===== src/rtl/spart_pkg.sv =====
// Shared widths and types for the fractional SPART baud generator.
// Latency: n/a (declarations only).
// Backpressure: n/a.
package spart_pkg;

  localparam int DEF_DATA_W = 8;
  localparam int DEF_DIV_W  = 16;
  localparam int DEF_FRAC_W = 4;
  localparam int DEF_OVS    = 16;

  typedef logic [DEF_DIV_W-1:0]  div_t;
  typedef logic [DEF_FRAC_W-1:0] frac_t;

endpackage


===== src/rtl/frac_accum.sv =====
// Fractional phase accumulator; carry-out asks the divider for one extra cycle.
// Latency: carry is combinational from the current acc and frac; acc updates on the next edge.
// Backpressure: none; clr has priority over step.
module frac_accum
  import spart_pkg::*;
#(
  parameter int FRAC_W = DEF_FRAC_W
) (
  input  logic              clk,
  input  logic              rst_n,
  input  logic              clr,
  input  logic              step,
  input  logic [FRAC_W-1:0] frac,
  output logic              carry
);

  logic [FRAC_W-1:0] acc_q;
  logic [FRAC_W-1:0] acc_d;
  logic [FRAC_W:0]   sum;

  // Next accumulator value and the carry the divider uses to stretch the reload.
  always_comb begin
    sum   = {1'b0, acc_q} + {1'b0, frac};
    carry = sum[FRAC_W];
    acc_d = acc_q;
    if (clr) begin
      acc_d = '0;
    end else if (step) begin
      acc_d = sum[FRAC_W-1:0];
    end
  end

  // Accumulator register, wraps modulo 2^FRAC_W.
  always_ff @(posedge clk) begin
    if (!rst_n) begin
      acc_q <= '0;
    end else begin
      acc_q <= acc_d;
    end
  end

endmodule


===== src/rtl/baud_rate_gen_frac.sv =====
// Fractional baud generator: oversample tick, RX bit-centre and TX bit-boundary strobes.
// Latency: first en arrives div cycles after the committing edge; all outputs are registered.
// Backpressure: none; host writes always accepted, a commit or rx_resync restarts the phase.
module baud_rate_gen_frac
  import spart_pkg::*;
#(
  parameter int DATA_W = DEF_DATA_W,
  parameter int DIV_W  = DEF_DIV_W,
  parameter int FRAC_W = DEF_FRAC_W,
  parameter int OVS    = DEF_OVS
) (
  input  logic              clk,
  input  logic              rst_n,
  input  logic              sel_low,
  input  logic              sel_high,
  input  logic              sel_frac,
  input  logic [DATA_W-1:0] data,
  input  logic              rx_resync,
  output logic              en,
  output logic              mid_tick,
  output logic              bit_tick,
  output logic              div_active
);

  localparam int OVS_W = $clog2(OVS);
  localparam logic [OVS_W-1:0] OVS_LAST = OVS_W'(OVS - 1);
  localparam logic [OVS_W-1:0] OVS_MID  = OVS_W'(OVS / 2 - 1);
  localparam logic [OVS_W-1:0] OVS_ONE  = OVS_W'(1);
  localparam logic [DIV_W-1:0] DIV_ONE  = DIV_W'(1);

  logic [DATA_W-1:0] shadow_low_q, shadow_low_d;
  logic [FRAC_W-1:0] shadow_frac_q, shadow_frac_d;
  logic [DIV_W-1:0]  div_q, div_d;
  logic [FRAC_W-1:0] frac_q, frac_d;
  logic [DIV_W-1:0]  cnt_q, cnt_d;
  logic [OVS_W-1:0]  ovs_q, ovs_d;
  logic              en_q, en_d;
  logic              mid_q, mid_d;
  logic              bit_q, bit_d;
  logic              active_q, active_d;

  logic [DIV_W-1:0]  commit_div;
  logic [FRAC_W-1:0] commit_frac;
  logic              acc_clr;
  logic              acc_step;
  logic              acc_carry;

  // A one-byte divisor is written whole by sel_high; a two-byte one takes its
  // low byte from the shadow, or straight from data when sel_low coincides.
  if (DIV_W == DATA_W) begin : g_one_byte
    assign commit_div   = data;
    assign shadow_low_d = shadow_low_q;
  end else begin : g_two_byte
    assign commit_div   = {data, sel_low ? data : shadow_low_q};
    assign shadow_low_d = sel_low ? data : shadow_low_q;
  end

  // Fractional shadow; a sel_frac in the commit cycle is committed directly.
  always_comb begin
    shadow_frac_d = sel_frac ? data[FRAC_W-1:0] : shadow_frac_q;
    commit_frac   = shadow_frac_d;
  end

  // Divider, OVS counter and pulse generation; commit beats resync beats ticking.
  always_comb begin
    div_d    = div_q;
    frac_d   = frac_q;
    cnt_d    = cnt_q;
    ovs_d    = ovs_q;
    en_d     = 1'b0;
    mid_d    = 1'b0;
    bit_d    = 1'b0;
    active_d = active_q;
    acc_clr  = 1'b0;
    acc_step = 1'b0;
    if (sel_high) begin
      // Atomic commit: partial period discarded, phase restarted.
      div_d    = commit_div;
      frac_d   = commit_frac;
      active_d = (commit_div != '0);
      cnt_d    = (commit_div == '0) ? '0 : commit_div - DIV_ONE;
      ovs_d    = '0;
      acc_clr  = 1'b1;
    end else if (div_q == '0) begin
      // Stopped: counters parked at zero, resync ignored.
      cnt_d   = '0;
      ovs_d   = '0;
      acc_clr = 1'b1;
    end else if (rx_resync) begin
      // Start-bit edge: realign so the centre strobe lands OVS/2 ticks later.
      cnt_d   = div_q - DIV_ONE;
      ovs_d   = '0;
      acc_clr = 1'b1;
    end else if (cnt_q == '0) begin
      en_d     = 1'b1;
      mid_d    = (ovs_q == OVS_MID);
      bit_d    = (ovs_q == OVS_LAST);
      ovs_d    = ovs_q + OVS_ONE;
      acc_step = 1'b1;
      cnt_d    = acc_carry ? div_q : div_q - DIV_ONE;
    end else begin
      cnt_d = cnt_q - DIV_ONE;
    end
  end

  frac_accum #(
    .FRAC_W (FRAC_W)
  ) u_frac_accum (
    .clk   (clk),
    .rst_n (rst_n),
    .clr   (acc_clr),
    .step  (acc_step),
    .frac  (frac_q),
    .carry (acc_carry)
  );

  // State and registered outputs; reset aborts any period in flight.
  always_ff @(posedge clk) begin
    if (!rst_n) begin
      shadow_low_q  <= '0;
      shadow_frac_q <= '0;
      div_q         <= '0;
      frac_q        <= '0;
      cnt_q         <= '0;
      ovs_q         <= '0;
      en_q          <= 1'b0;
      mid_q         <= 1'b0;
      bit_q         <= 1'b0;
      active_q      <= 1'b0;
    end else begin
      shadow_low_q  <= shadow_low_d;
      shadow_frac_q <= shadow_frac_d;
      div_q         <= div_d;
      frac_q        <= frac_d;
      cnt_q         <= cnt_d;
      ovs_q         <= ovs_d;
      en_q          <= en_d;
      mid_q         <= mid_d;
      bit_q         <= bit_d;
      active_q      <= active_d;
    end
  end

  assign en         = en_q;
  assign mid_tick   = mid_q;
  assign bit_tick   = bit_q;
  assign div_active = active_q;

endmodule

===== config.mk =====
export PLATFORM = sky130hd
export DESIGN_NAME = baud_rate_gen_frac
export DESIGN_NICKNAME = d
export VERILOG_FILES = /design/src/rtl/spart_pkg.sv /design/src/rtl/frac_accum.sv /design/src/rtl/baud_rate_gen_frac.sv
export SDC_FILE = /design/constraint.sdc
export NUM_CORES = 1
export LEC_CHECK = 0
export ABC_AREA = 1
export BUFFER_PORTS_ARGS = -buffer_cell sky130_fd_sc_hd__buf_2
export CAP_MARGIN = 40
export CORE_MARGIN = 2
export CORE_UTILIZATION = 56
export DETAILED_ROUTE_END_ITERATION = 10
export PLACE_DENSITY_LB_ADDON = 0.3
export SLEW_MARGIN = 20
export SYNTH_ARGS = -nofsm -noshare
export SYNTH_HDL_FRONTEND = slang
export SYNTH_SLANG_ARGS = --single-unit

===== constraint.sdc =====
create_clock -name clk -period 5.6 [get_ports clk]
set_input_delay 1.68 -clock clk [delete_from_list [all_inputs] [get_ports clk]]
set_output_delay 1.68 -clock clk [all_outputs]
set_load 0.02 [all_outputs]

==> results.json, run 1 <==
{
  "outcome": "finished clean",
  "required_ns": 5.87,
  "cts_tree": "yes",
  "regToRegSetupSlack_ns": 3.11,
  "synth_area_mm2": 0.00404,
  "num-fill-cells": 677,
  "seqCellArea_mm2": 0.00120,
  "rows": 30,
  "stdcell_area_mm2": 0.00436,
  "ys_types": 39,
  "tns_ns": 0,
  "dp_hpwl_um": 8120,
  "postLayoutCoreUtil": 0.634,
  "setup.worst_path.class": "input port to register",
  "rsz0062_at_grt": "no",
  "skew_ns": 0.00533,
  "layout-drive-gt1-share": 0.108,
  "multi_input_area_mm2": 0.00242,
  "reg2reg_to": "cnt_q[4]",
  "wl_per_cell_um": 14.1,
  "syn_nets": 676,
  "powerDensity_mw_per_mm2": 269,
  "yosysWarnings": 0,
  "dr.pass1.iters": 5,
  "die_y_um": 88.9,
  "routed_wl_um": 10700,
  "drc": 0,
  "die_x_um": 88.9,
  "fin_hold_ws_ns": 0.414,
  "cts_buffers": 9,
  "cts.sinks": 60,
  "hp-class": "register to register",
  "pin_count": 18,
  "nets": 688,
  "area_growth_pct": 7.94,
  "antenna_cells": 0,
  "fmaxAchievable_mhz": 325,
  "gr-usage-all-layers": 0.292,
  "endpoint_kind": "register",
  "maxCapViolations": 0,
  "initial_core_util": 0.587,
  "overflow": 0,
  "vias": 4184,
  "vias_per_cell": 5.48,
  "die_area_mm2": 0.00790,
  "io_buffers": 17,
  "power.leakage_uw": 0.00213,
  "coreArea_mm2": 0.00687,
  "place_congestion": 0.965,
  "fin_crit_ns": 3.07,
  "timing.final.hold_violations": 0,
  "hold_depth": 1,
  "grt_pass1_vias": 3731,
  "grt_first_pass_wirelength_um": 17700,
  "ant_nets": 0,
  "crit_arrival_ns": 3.34,
  "placed_cell_area_mm2": 0.00416,
  "r2r_start": "frac_q[0]",
  "clkSlewWorstSetupHoldPaths_ns": 0.06,
  "syn_area_per_cell_um2": 6.20,
  "worstSetupStartpointType": "input port",
  "min_from": "ovs_q[3]",
  "cts_hold_buf": 0,
  "antenna_found_initial": 0,
  "setup_viol": 0,
  "post_cts_buffers": 0,
  "vdd_drop_max_mv": 0.263,
  "yosysSeqAreaShare": 0.298,
  "holdPathEnd": "mid_tick",
  "grt_max_degree": 37,
  "cts-root-buf": "clkbuf_8",
  "ys_ff_latch": 60,
  "cts_resized": 0,
  "rr_worst_depth": 11,
  "drt_iter0_drc": 465,
  "worst_skew_pair.late_latency_ns": 0.34,
  "crit_path_max_fanout": 23,
  "min_period_over_period": 0.549,
  "maxSlewViolCount": 0,
  "cts_buffer_depth": 2,
  "tightest_slew_ns": 0.751,
  "slew_headroom": 0.499,
  "synthCells": 651,
  "htree_num_levels": 3
}
## cell usage after synthesis (all sizes together)
| library cell | count | share of area |
|---|---|---|
| nor3b | 1 | 0.0031 |
| a211oi | 1 | 0.0031 |
| o21bai | 1 | 0.0019 |
| nand3 | 82 | 0.11 |
| dfxtp | 60 | 0.30 |
| buf | 8 | 0.012 |
| a21o | 3 | 0.0056 |
| xnor2 | 3 | 0.0065 |
| or2 | 1 | 0.0016 |
| and3 | 1 | 0.0016 |
| xor2 | 13 | 0.028 |
| nand2 | 177 | 0.17 |
| a31o | 1 | 0.0022 |
| clkinv | 2 | 0.0019 |
| ha | 10 | 0.031 |
| a31oi | 2 | 0.0031 |
| nor2 | 89 | 0.096 |
| o211ai | 4 | 0.0074 |
| a21oi | 45 | 0.057 |
| o21ai | 40 | 0.052 |
| nand4 | 5 | 0.0078 |
| fa | 1 | 0.0050 |
| nor3 | 3 | 0.0050 |
| nand3b | 3 | 0.0056 |
| clkbuf | 9 | 0.0084 |
| inv | 86 | 0.081 |
## worst max-delay path: stages
cell and delay [ns]:
buf_2 0.21, inv_1 0.53, nand3_2 0.23, nor2_2 0.36, inv_2 0.12, nor3b_2 0.20
## layer usage
layer,share of wire,wire length [um],track usage
met1,0.45,4820,0.398
met2,0.45,4820,0.459
met3,0.074,797,0.0457
met4,0.027,291,0.127
met5,0,0,0
## report_power, final
part,internal (uW),total [uW],switching (uW)
logic,98.1,305,207
registers,455,479,24.5
clock network,214,386,171
total,767,1170,402
## logic make-up after synthesis
kind of cell               after synthesis  synth area share
and+or+nand+nor                        362             0.396
buffers and inverters                  105             0.103
AOI/OAI and AO/OA                       97             0.132
DFF                                     60             0.298
xor gates and xnor gates                16            0.0347
adders and majority gates               11            0.0360
## sequential cells by signal, indices dropped and copies added (netlist names)
name	flops
frac_q	4
u_frac_accum.acc_q	4
shadow_frac_q	4
shadow_low_q	8
bit_tick	1
en	1
div_active	1
cnt_q	16
div_q	16
mid_tick	1
ovs_q	4
## layout make-up
type                            count  area share
Tap cell                           96      0.0276
Inverter                           88      0.0764
Clock inverter                      4      0.0115
Multi-Input combinational cell    486       0.555
Clock buffer                       11      0.0325
Timing Repair Buffer               18      0.0213
Sequential cell                    60       0.276
## worst max path at each step
stage / start / end / slack [ns] / cells past startpoint
2_1_floorplan: sel_low / cnt_q[4] / 2.53 / 14
3_3_place_gp: sel_high / u_frac_accum.acc_q[2] / 2.27 / 6
3_5_place_dp: sel_high / ovs_q[3] / 2.21 / 6
4_1_cts: sel_high / ovs_q[3] / 2.56 / 6
5_1_grt: sel_high / cnt_q[15] / 2.36 / 8
6_report: sel_high / ovs_q[3] / 2.53 / 6
## per-stage QoR
stage                     cells  worst slack, ns  power [uW]
after global routing        763             2.36        1230
after CTS                   763             2.56        1160
final                       763             2.53        1170
after detailed placement    748             2.21         784
after floorplan             651             2.53         711
after global placement      748             2.27         779
## cells in the final DEF (no fill, tap or decap), types with 5 or more instances in the layout
master and instances:
a21oi_1 44, buf_2 17, clkbuf_8 10, dfxtp_1 60
ha_1 10, inv_1 77, inv_2 8, nand2_1 168
nand2_2 9, nand3_1 79, nand4_1 5, nor2_1 76
nor2_2 9, o21ai_0 35, xor2_1 13
Power figures use the tool's default switching activity.
==> inputs of run 2 (changes only) <==
==> constraint.sdc (replaced) <==
create_clock -name clk -period 3.2 [get_ports clk]
set_input_delay 0.96 -clock clk [delete_from_list [all_inputs] [get_ports clk]]
set_output_delay 0.96 -clock clk [all_outputs]
set_load 0.02 [all_outputs]
==> results.json, run 2 (synthesized netlist as in run 1, its figures left out) <==
{
  "cp-startpoint": "sel_low",
  "htree_num_levels": 3,
  "layout-drive-gt1-share": 0.112,
  "topRoutingLayerUsed": "met4",
  "die_x_um": 88.9,
  "die_area_mm2": 0.00790,
  "most-common-layout-cells": "168 x nand2_1, 79 x nand3_1, 77 x inv_1",
  "io_buffers": 17,
  "post_cts_buffers": 0,
  "rr_worst_depth": 11,
  "vias_per_cell": 5.48,
  "die_y_um": 88.9,
  "slew_headroom": 0.668,
  "cts_buffers": 9,
  "coreArea_mm2": 0.00687,
  "area_growth_pct": 9.15,
  "total_power_uw": 2150,
  "grt_pass1_vias": 3724,
  "worstSetupStartpointType": "input port",
  "grt_first_pass_wirelength_um": 17600,
  "tns_ns": 0,
  "placed_cell_area_mm2": 0.00418,
  "antenna_cells": 0,
  "r2r_start": "cnt_q[0]",
  "rows": 30,
  "outcome": "finished clean",
  "fmaxAchievable_mhz": 435,
  "wl_met2_um": 4910,
  "cts_resized": 0,
  "crit_end": "cnt_q[1]",
  "skew_ns": 0.00748,
  "antenna_found_initial": 0,
  "regToRegSetupSlack_ns": 0.92,
  "stdcell_area_mm2": 0.00440,
  "ant_nets": 0,
  "rsz0062_at_grt": "no",
  "power.leakage_uw": 0.00216,
  "max_stage_delay_ns": 0.24,
  "reg_top3": "cnt_q x16, div_q x16, shadow_low_q x8",
  "overflow": 0,
  "routed_wl_um": 10800,
  "cts-root-buf": "clkbuf_8",
  "cts_tree": "yes",
  "initial_core_util": 0.587,
  "reg2reg_to": "cnt_q[5]",
  "setup_viol": 0,
  "maxSlewViolCount": 0,
  "timing.final.hold_violations": 0,
  "hp-class": "register to register",
  "drt_iter0_drc": 356,
  "layout_commonest_cell": "nand2_1",
  "fin_crit_ns": 2.30,
  "wl_per_cell_um": 14.0,
  "cts_buffer_depth": 2,
  "crit_path_max_fanout": 13,
  "dr.pass1.iters": 6,
  "crit_chain": "buf_2, inv_4, nand2_1, nand2_1, inv_2, ha_1, nand3_1, nor2_1, nand3_1, nor2_1, nor2_4, inv_2, or2_0, a21oi_1",
  "cts.sinks": 60,
  "vdd_drop_max_mv": 0.336,
  "dp_hpwl_um": 8160,
  "met3_length_um": 730,
  "endpoint_kind": "register",
  "worst_skew_pair.late_latency_ns": 0.35,
  "pin_count": 18,
  "place_congestion": 0.943,
  "tightest_slew_ns": 0.497,
  "gr-usage-all-layers": 0.290,
  "vias": 4194,
  "clkSlewWorstSetupHoldPaths_ns": 0.07,
  "wl_met1_um": 4870,
  "powerDensity_mw_per_mm2": 489,
  "crit_slowest_cell": "nor2_4",
  "fin_hold_ws_ns": 0.422,
  "drc": 0,
  "required_ns": 3.48,
  "grt_max_degree": 31,
  "cts_hold_buf": 0,
  "crit_arrival_ns": 2.58,
  "min_period_over_period": 0.718,
  "maxCapViolations": 0,
  "nets": 690,
  "setup.worst_path.class": "input port to register"
}
==> run 2: cell count changes in the layout (fill, tap and decap cells not counted) <==
cell and change:
clkinv_2 -1, buf_4 +2, inv_6 +1, bufinv_16 +1
==> run 2: power breakdown <==
group | switching [uW] | internal, uW | total (uW)
Combinational | 357 | 173 | 530
Clock | 323 | 463 | 785
Sequential | 44.2 | 795 | 840
==> run 2: worst min path at each step <==
stage / from / endpoint / slack [ns] / cells after the start
3_3_place_gp: ovs_q[3] / mid_tick / 0.40 / 1
3_5_place_dp: ovs_q[3] / mid_tick / 0.42 / 1
2_1_floorplan: ovs_q[3] / mid_tick / 0.39 / 1
6_report: ovs_q[3] / mid_tick / 0.42 / 1
5_1_grt: ovs_q[3] / mid_tick / 0.46 / 1
4_1_cts: ovs_q[3] / mid_tick / 0.43 / 1
==> run 2: routing by layer <==
layer	up-vias	GRT usage
met1	1887	0.401
met3	20	0.0438
met4	0	0.106
met2	172	0.459
li1	2115	-
met5	-	0
==> run 2: through the flow <==
| stage | util | setup WS [ns] | std cells |
|---|---|---|---|
| after detailed placement | 0.608 | 0.567 | 750 |
| after global placement | 0.608 | 0.598 | 750 |
| after global routing | 0.641 | 0.721 | 766 |
| after floorplan | - | 0.853 | 651 |
| after CTS | 0.641 | 0.920 | 766 |
| final | 0.641 | 0.901 | 766 |
==> run 2: area by class of cell <==
cell class	count	area (um2)
Tap cell	96	120
Clock inverter	5	83.8
Fill cell	670	2460
Timing Repair Buffer	20	108
Inverter	88	333
Multi-Input combinational cell	486	2420
Clock buffer	11	141
Sequential cell	60	1200
==> run 2: critical path, delay by kind of cell <==
family                     cells  cell delay, ns
and+or+nand+nor                8            0.84
buffers and inverters          4            0.44
adders and majority gates      1            0.19
AOI/OAI and AO/OA              1            0.13
